--- src/rtl/mem_port_arbiter.sv ---
// Shares one registered memory port between the fetcher (I) and the LSQ (D).
// D has priority; a saturating starvation counter forces an I grant after STARVE_LIMIT losses.
module mem_port_arbiter #(
    parameter int unsigned width        = 32,
    parameter int unsigned STARVE_LIMIT = 8
) (
    input  logic               clk,
    input  logic               rst,

    input  logic               i_read,
    input  logic               i_write,
    input  logic [width/8-1:0] i_byte_enable,
    input  logic [width-1:0]   i_address,
    input  logic [width-1:0]   i_wdata,
    output logic               i_resp,
    output logic [width-1:0]   i_rdata,

    input  logic               d_read,
    input  logic               d_write,
    input  logic [width/8-1:0] d_byte_enable,
    input  logic [width-1:0]   d_address,
    input  logic [width-1:0]   d_wdata,
    output logic               d_resp,
    output logic [width-1:0]   d_rdata,

    output logic               mem_read,
    output logic               mem_write,
    output logic [width/8-1:0] mem_byte_enable,
    output logic [width-1:0]   mem_address,
    output logic [width-1:0]   mem_wdata,
    input  logic               mem_resp,
    input  logic [width-1:0]   mem_rdata,

    output logic               busy_i,
    output logic               busy_d
);

    localparam int unsigned CntW = $clog2(STARVE_LIMIT + 1);
    localparam logic [CntW-1:0] Limit = CntW'(STARVE_LIMIT);

    typedef enum logic [1:0] {StIdle, StIBusy, StDBusy} state_e;

    state_e             state_q, state_d;
    logic [CntW-1:0]    starve_q, starve_d;
    logic               read_q, read_d;
    logic               write_q, write_d;
    logic [width/8-1:0] be_q, be_d;
    logic [width-1:0]   addr_q, addr_d;
    logic [width-1:0]   wdata_q, wdata_d;

    logic req_i, req_d;

    assign req_i = i_read | i_write;
    assign req_d = d_read | d_write;

    always_comb begin
        state_d  = state_q;
        starve_d = starve_q;
        read_d   = read_q;
        write_d  = write_q;
        be_d     = be_q;
        addr_d   = addr_q;
        wdata_d  = wdata_q;
        i_resp   = 1'b0;
        d_resp   = 1'b0;

        unique case (state_q)
            StIdle: begin
                if (req_i && (!req_d || starve_q >= Limit)) begin
                    state_d  = StIBusy;
                    starve_d = '0;
                    read_d   = i_read;
                    write_d  = i_write;
                    be_d     = i_byte_enable;
                    addr_d   = i_address;
                    wdata_d  = i_wdata;
                end else if (req_d) begin
                    state_d = StDBusy;
                    read_d  = d_read;
                    write_d = d_write;
                    be_d    = d_byte_enable;
                    addr_d  = d_address;
                    wdata_d = d_wdata;
                    if (req_i && starve_q != Limit) begin
                        starve_d = starve_q + 1'b1;
                    end
                end
            end
            StIBusy: begin
                if (mem_resp) begin
                    i_resp  = 1'b1;
                    read_d  = 1'b0;
                    write_d = 1'b0;
                    state_d = StIdle;
                end
            end
            StDBusy: begin
                if (mem_resp) begin
                    d_resp  = 1'b1;
                    read_d  = 1'b0;
                    write_d = 1'b0;
                    state_d = StIdle;
                end
            end
            default: state_d = StIdle;
        endcase
    end

    always_ff @(posedge clk) begin
        if (rst) begin
            state_q  <= StIdle;
            starve_q <= '0;
            read_q   <= 1'b0;
            write_q  <= 1'b0;
            be_q     <= '0;
            addr_q   <= '0;
            wdata_q  <= '0;
        end else begin
            state_q  <= state_d;
            starve_q <= starve_d;
            read_q   <= read_d;
            write_q  <= write_d;
            be_q     <= be_d;
            addr_q   <= addr_d;
            wdata_q  <= wdata_d;
        end
    end

    // Read data is only meaningful alongside the matching resp.
    assign i_rdata         = mem_rdata;
    assign d_rdata         = mem_rdata;
    assign mem_read        = read_q;
    assign mem_write       = write_q;
    assign mem_byte_enable = be_q;
    assign mem_address     = addr_q;
    assign mem_wdata       = wdata_q;
    assign busy_i          = (state_q == StIBusy);
    assign busy_d          = (state_q == StDBusy);

endmodule
--- config.mk ---
export PLATFORM = sky130hd
export DESIGN_NAME = mem_port_arbiter
export DESIGN_NICKNAME = d
export VERILOG_FILES = /design/src/rtl/mem_port_arbiter.sv
export SDC_FILE = /design/constraint.sdc
export NUM_CORES = 1
export LEC_CHECK = 0
export BUFFER_PORTS_ARGS = -buffer_cell sky130_fd_sc_hd__buf_2
export CORE_AREA = 5 5 119 121
export CTS_CLUSTER_DIAMETER = 150
export CTS_CLUSTER_SIZE = 40
export DETAILED_ROUTE_END_ITERATION = 8
export DIE_AREA = 0 0 124 126
export GPL_ROUTABILITY_DRIVEN = 0
export PLACE_DENSITY_LB_ADDON = 0.3
export SYNTH_ARGS = -nofsm -noshare
export SYNTH_HDL_FRONTEND = slang
export SYNTH_SLANG_ARGS = --single-unit
--- constraint.sdc ---
create_clock -name clk -period 4.8 [get_ports clk]
set_clock_uncertainty 0.2 [all_clocks]
set_input_delay 0.96 -clock clk [delete_from_list [all_inputs] [get_ports clk]]
set_output_delay 0.96 -clock clk [all_outputs]
set_load 0.005 [all_outputs]
==> summary.md, run 1 <==
| Metric | Value |
|---|---|
| Reg clk slew, reported paths | 60 ps |
| Critical-path top delay cell | o41a_2 |
| Critical Path Max Stage Delay | 1030 ps |
| Placed wire-length estimate | 10400 um |
| Status | finished, final reports clean |
| Post-Route WL | 14500 um |
| Max-cap violations | 0 |
| Post-CTS Setup Bufs | 0 |
| Final setup TNS | 0 ps |
| Die area | approximately 0.016 mm2 |
| Psw | around 550 uW |
| Post-cts gate resize count | 0 |
| CP Launch Point | d_write |
| Most frequent cell after synthesis | dfxtp_1 |
| Comb pwr share | 23.0% |
| Starting Density | 31.8% |
| Tmin final | 2850 ps |
| Total number of vias | roughly 4.3k |
| Max-slew violation count | 0 |
| Ordered cell list for the critical path | buf_2 > o41a_2 > buf_12 > nor2_1 > a311oi_1 |
| CTS tree | yes |
| GR Overflow Total | 0 |
| Largest net degree at the start of global routing | 72 |
| Vias per cell | 5.22 |
| Site Rows | 42 |
| Post-synthesis sequential area ratio | 36.8% |
| Fin crit share | 59.3% |
| Critical path arrival | 2880 ps |
| Critical path launch point type | primary input |
| Synth area leader | dfxtp_1 |
| Worst setup EP type | register |
| Required time worst endpoint | 4830 ps |
| Internal power | 1.38 mW |
| Area grow syn2layout | 24.1% |
| Pwr/cell area | 378 mW/mm2 |
| Worst Hold Class | register to register |
| Hold WS | 264 ps |
| Fin. Hold Viols | 0 |
| Rel. slew slack | 15.3% |
| EDFF count, synth | 0 |
| Layout Nets | just over 800 |
| # IOs | 313 |
| DR pass1 iterations | 4 |
| DRC | 0 |
| RSZ-0062 raised after global routing | false |
| Flop pwr share | between 30 and 40% |
| CTS Sinks | 76 |
| Critical path class | primary input to register |
| Post-Syn Area | 0.00413 mm2 |
| Yosys reg bits | between 70 and 80 |
| Core area | ~0.013 mm2 |
| Synthesis warning total | 0 |
| Average wire per standard cell | 17.7 um |
| Clock Latency Late Sink | 320 ps |
| Overall die width | 124 um |
| Leak Pwr | 2.26 nW |
| Async SR Flop Fraction | 0% |
| Crit Path Max Fanout | 71 |
| Most frequently used flop master after synthesis | dfxtp_1 |
| Worst vdd ir | 0.201 mV |
| Antenna violations before repair | 2 |
| Synthesized area per cell | 7.95 um2 |
| CTS Buf Count | 9 |
| Layout cells sized above 1 | between 30% and 40% |
| Die Height | 126 um |
| Flop-to-flop setup slack | 1980 ps |
| Max Root-Sink Buffers | 2 |
| Post-Synthesis Net Count | 700 |
| Clock share of power | 37.3% |
| Root buf cell | clkbuf_16 |
| First-pass GRT wire length | 21900 um |
| Post-synth top cells | 76 x dfxtp_1, 70 x nand3_1, 70 x nor2_1 |
| Net Sw Frac | 28.6% |
| Distinct cells, synth | 33 |
| Htree depth | 3 |
| CTS hold repair buffers | 0 |
| RR Startpoint | state_q[0]$_SDFFE_PP0P_ |
| Hold_sp | mem_read$_SDFFE_PP0P_ |
| Number of port buffers | between 200 and 250 |
| Initial drt markers | 184 |
| Cells after Synth | 520 |
| Post-synth top area share | between 30 and 40% |
| Vias in the first global route | 4213 |
| Synth top area cells | dfxtp_1 37%, a311oi_1 14%, buf_4 12% |
| GR Util All Layers | roughly 18% |
| Setup Viol. Count Final | 0 |
| Worst slew pin tran | 1270 ps |
| Max Freq | 351 MHz |
| Post-DRT Antenna Nets | 0 |
## final timing paths
path	depth (start not counted)	end
max	5	mem_address[1]$_SDFFE_PP0P_
min	1	mem_read$_SDFFE_PP0P_
max reg2reg	6	mem_address[1]$_SDFFE_PP0P_
min reg2reg	1	mem_read$_SDFFE_PP0P_
## flip-flops by register name, indices dropped and copies added (netlist names)
register and count:
mem_byte_enable 4, state_q 2, mem_wdata 32, starve_q 4, mem_read 1, mem_write 1
mem_address 32
## cells in the final DEF, fill, tap and decap left out, drive strengths merged, types with 3 or more instances in the layout
| master | instances |
|---|---|
| nand2b | 4 |
| o21ai | 69 |
| nand2 | 4 |
| ha | 5 |
| buf | 223 |
| dfxtp | 76 |
| a21oi | 3 |
| a311oi | 68 |
| clkinv | 3 |
| clkbuf | 11 |
| a31oi | 3 |
| nor2 | 70 |
| nand3 | 70 |
| inv | 5 |
## power by group through the flow
stage               Sequential [mW]  Clock [mW]  Combinational [mW]
floorplan                     0.786           0               0.281
global placement              0.781           0               0.442
detailed placement            0.783           0               0.453
CTS                           0.769       0.749               0.454
global route                  0.779       0.779               0.501
finish                        0.768       0.723               0.447
## per-layer routing
metal | part of all wire [%] | vias up | global-route usage (%)
met5 | 0.048 | - | 0
met4 | 1.7 | 2 | 6.06
met3 | 8.5 | 32 | 4.89
met2 | 51 | 183 | 30.9
met1 | 39 | 1985 | 20.1
li1 | - | 2071 | -
## through the flow
| step | instance area, um2 | setup WS (ps) | instances | power [mW] | util, % |
|---|---|---|---|---|---|
| 2_1_floorplan | 4130 | 2560 | 520 | 1.07 | - |
| 3_3_place_gp | 4810 | 1690 | 801 | 1.22 | 37.0 |
| 3_5_place_dp | 4810 | 1630 | 801 | 1.24 | 37.0 |
| 4_1_cts | 5130 | 1970 | 817 | 1.97 | 39.5 |
| 5_1_grt | 5130 | 1680 | 818 | 2.06 | 39.5 |
| 6_report | 5130 | 1950 | 818 | 1.94 | 39.5 |
## kinds of logic (layout without fill, tap and decap cells)
kind of cell | after synthesis | count (layout) | synth area share (%)
simple gates | 163 | 163 | 18.1
compound gates | 153 | 153 | 25.9
buf+inv | 123 | 244 | 17.7
flops | 76 | 76 | 36.8
fa+ha+maj | 5 | 5 | 1.51
other cells | 0 | 1 | 0
## worst max-delay path, delay by kind of cell
family          cells  cell delay, ps
compound gates      2            1280
buf+inv             2             530
simple gates        1              80
## area by class of cell
| cell class | instances | area (um2) |
|---|---|---|
| timing repair buffer | 223 | 1150 |
| tap | 176 | 220 |
| inverter | 5 | 18.8 |
| clock buffer | 11 | 243 |
| antenna | 1 | 2.50 |
| sequential | 76 | 1520 |
| multi-input combinational | 321 | 1900 |
| fill | 1388 | 7850 |
| clock inverter | 5 | 75.1 |
Note: power is estimated with default switching activity, not from simulation.
==> inputs of run 2 (changes only) <==
==> constraint.sdc (replaced) <==
create_clock -name clk -period 2.7 [get_ports clk]
set_clock_uncertainty 0.2 [all_clocks]
set_input_delay 0.54 -clock clk [delete_from_list [all_inputs] [get_ports clk]]
set_output_delay 0.54 -clock clk [all_outputs]
set_load 0.005 [all_outputs]
==> summary.md, run 2 (synthesis results as in run 1) <==
| Metric | Value |
|---|---|
| Status | finished, final reports clean |
| Root buf cell | clkbuf_16 |
| Rel. slew slack | 52.7% (+37 points) |
| CTS tree | yes |
| Crit path max-delay family | buffers and inverters |
| Max Freq | ~440 MHz |
| DRC | 0 (unchanged) |
| Starting Density | 31.8% (unchanged) |
| Largest net degree at the start of global routing | 75 (+4.2%) |
| Area grow syn2layout | 25.3% |
| # IOs | 313 (unchanged) |
| Cell Count, Final, Fillers Out | 820 (+0.24%) |
| Leak Pwr | 2.29 nW (+1.0%) |
| Max Root-Sink Buffers | 2 (unchanged) |
| CTS Sinks | 76 (unchanged) |
| Critical Path Max Stage Delay | 570 ps (-460 ps) |
| Worst setup EP type | register |
| Placed instance count | 805 (+0.50%) |
| Overall die width | 124 um (unchanged) |
| Post-Route WL | 14500 um (+0.12%) |
| CP bufs+invs | 2 (unchanged) |
| Pwr/cell area | 684 mW/mm2 (+81%) |
| Worst vdd ir | 0.229 mV (+14%) |
| Critical path launch point type | register |
| Setup Viol. Count Final | 0 (unchanged) |
| Reg clk slew, reported paths | 60 ps (about the same) |
| Commonest non-fill, non-tap cell in the layout | buf_2 |
| Tmin final | 2290 ps |
| CTS hold repair buffers | 0 (unchanged) |
| Layout Nets | 820 (+0.49%) |
| Number of port buffers | 216 (unchanged) |
| RSZ-0062 raised after global routing | false |
| Required time worst endpoint | 2730 ps (-2100 ps) |
| Pwr Total | 3.54 mW (+83%) |
| Most frequent cells in the layout | 216 x buf_2, 76 x dfxtp_1, 70 x nand3_1, 69 x o21ai_0, 69 x nor2_1 |
| GR Util All Layers | 17.6% (+0.074 points) |
| Die Height | 126 um (unchanged) |
| Worst slew pin tran | 709 ps (-561 ps) |
| Placed wire-length estimate | 10400 um (-0.69%) |
| First-pass GRT wire length | 21700 um (-0.66%) |
| Vias per cell | 5.28 (+1.2%) |
| DR pass1 iterations | 6 (+2) |
| Max-cap violations | 0 (unchanged) |
| Average wire per standard cell | 17.7 um (-0.12%) |
| Ordered cell list for the critical path | inv_1 > ha_1 > o41a_2 > buf_4 > nor2_1 > a311oi_1 |
| Final setup TNS | 0 ps (unchanged) |
| Critical path arrival | 2320 ps (-560 ps) |
| Fin crit share | approximately 85% |
| Initial drt markers | 249 (+35%) |
| Clock Latency Late Sink | 330 ps (about the same) |
| Number of diodes | 0 (-1) |
| CTS Buf Count | 9 (unchanged) |
| Die area | 0.0156 mm2 (unchanged) |
| Post-CTS Setup Bufs | 0 (unchanged) |
| Worst Hold Class | register to register |
| Site Rows | 42 (unchanged) |
| Critical path class | register to register |
| Antenna violations before repair | 1 (-1) |
| Fin. Hold Viols | 0 (unchanged) |
| Post-cts gate resize count | 0 (unchanged) |
| GR Overflow Total | 0 (unchanged) |
| Layout cells sized above 1 | 38.4% (+0.29 points) |
| Htree depth | 3 (unchanged) |
| Post-DRT Antenna Nets | 0 (unchanged) |
| Critical-path top delay cell | buf_4 |
| Fin util | 39.9% (+0.39 points) |
| Total number of vias | 4333 (+1.4%) |
| Crit Path Max Fanout | 74 (+4.2%) |
| Vias in the first global route | 4060 (-3.6%) |
| Core area | 0.0130 mm2 (unchanged) |
| Max-slew violation count | 0 (unchanged) |
-- run 2: area by class of cell --
| cell class | instances | area (um2) |
|---|---|---|
| Tap cell | 176 | 220 |
| Fill cell | 1388 | 7800 |
| Timing Repair Buffer | 227 | 1180 |
| Multi-Input combinational cell | 321 | 1900 |
| Clock buffer | 11 | 243 |
| Sequential cell | 76 | 1520 |
| Inverter | 5 | 18.8 |
| Clock inverter | 4 | 97.6 |
-- run 2: worst paths after layout --
check / start / endpoint / slack, ps / cells past startpoint
max: state_q[1]$_SDFFE_PP0P_ / mem_address[19]$_SDFFE_PP0P_ / 410 / 6
min: mem_write$_SDFFE_PP0P_ / mem_write$_SDFFE_PP0P_ / 270 / 1
max reg2reg: state_q[1]$_SDFFE_PP0P_ / mem_address[19]$_SDFFE_PP0P_ / 410 / 6
min reg2reg: mem_write$_SDFFE_PP0P_ / mem_write$_SDFFE_PP0P_ / 270 / 1
-- run 2: power breakdown --
group | internal, mW | switching, mW | leakage [nW]
combinational | 0.345 | 0.443 | 1.49
sequential | 1.28 | 0.0861 | 0.632
clock | 0.923 | 0.461 | 0.162
-- run 2: through the flow --
stage	hold WS (ps)	cell area [um2]	setup WS [ps]
2_1_floorplan	257	4130	908
3_3_place_gp	260	4840	511
5_1_grt	269	5180	216
3_5_place_dp	269	4840	465
4_1_cts	261	5180	436
6_report	274	5180	414
-- run 2: per-layer routing --
metal	global-route usage, %	up-vias	part of all wire (%)
met3	4.89	48	9.2
li1	-	2078	-
met2	30.8	209	50
met1	19.6	1996	38
met5	0	-	0.12
met4	8.05	2	3.0
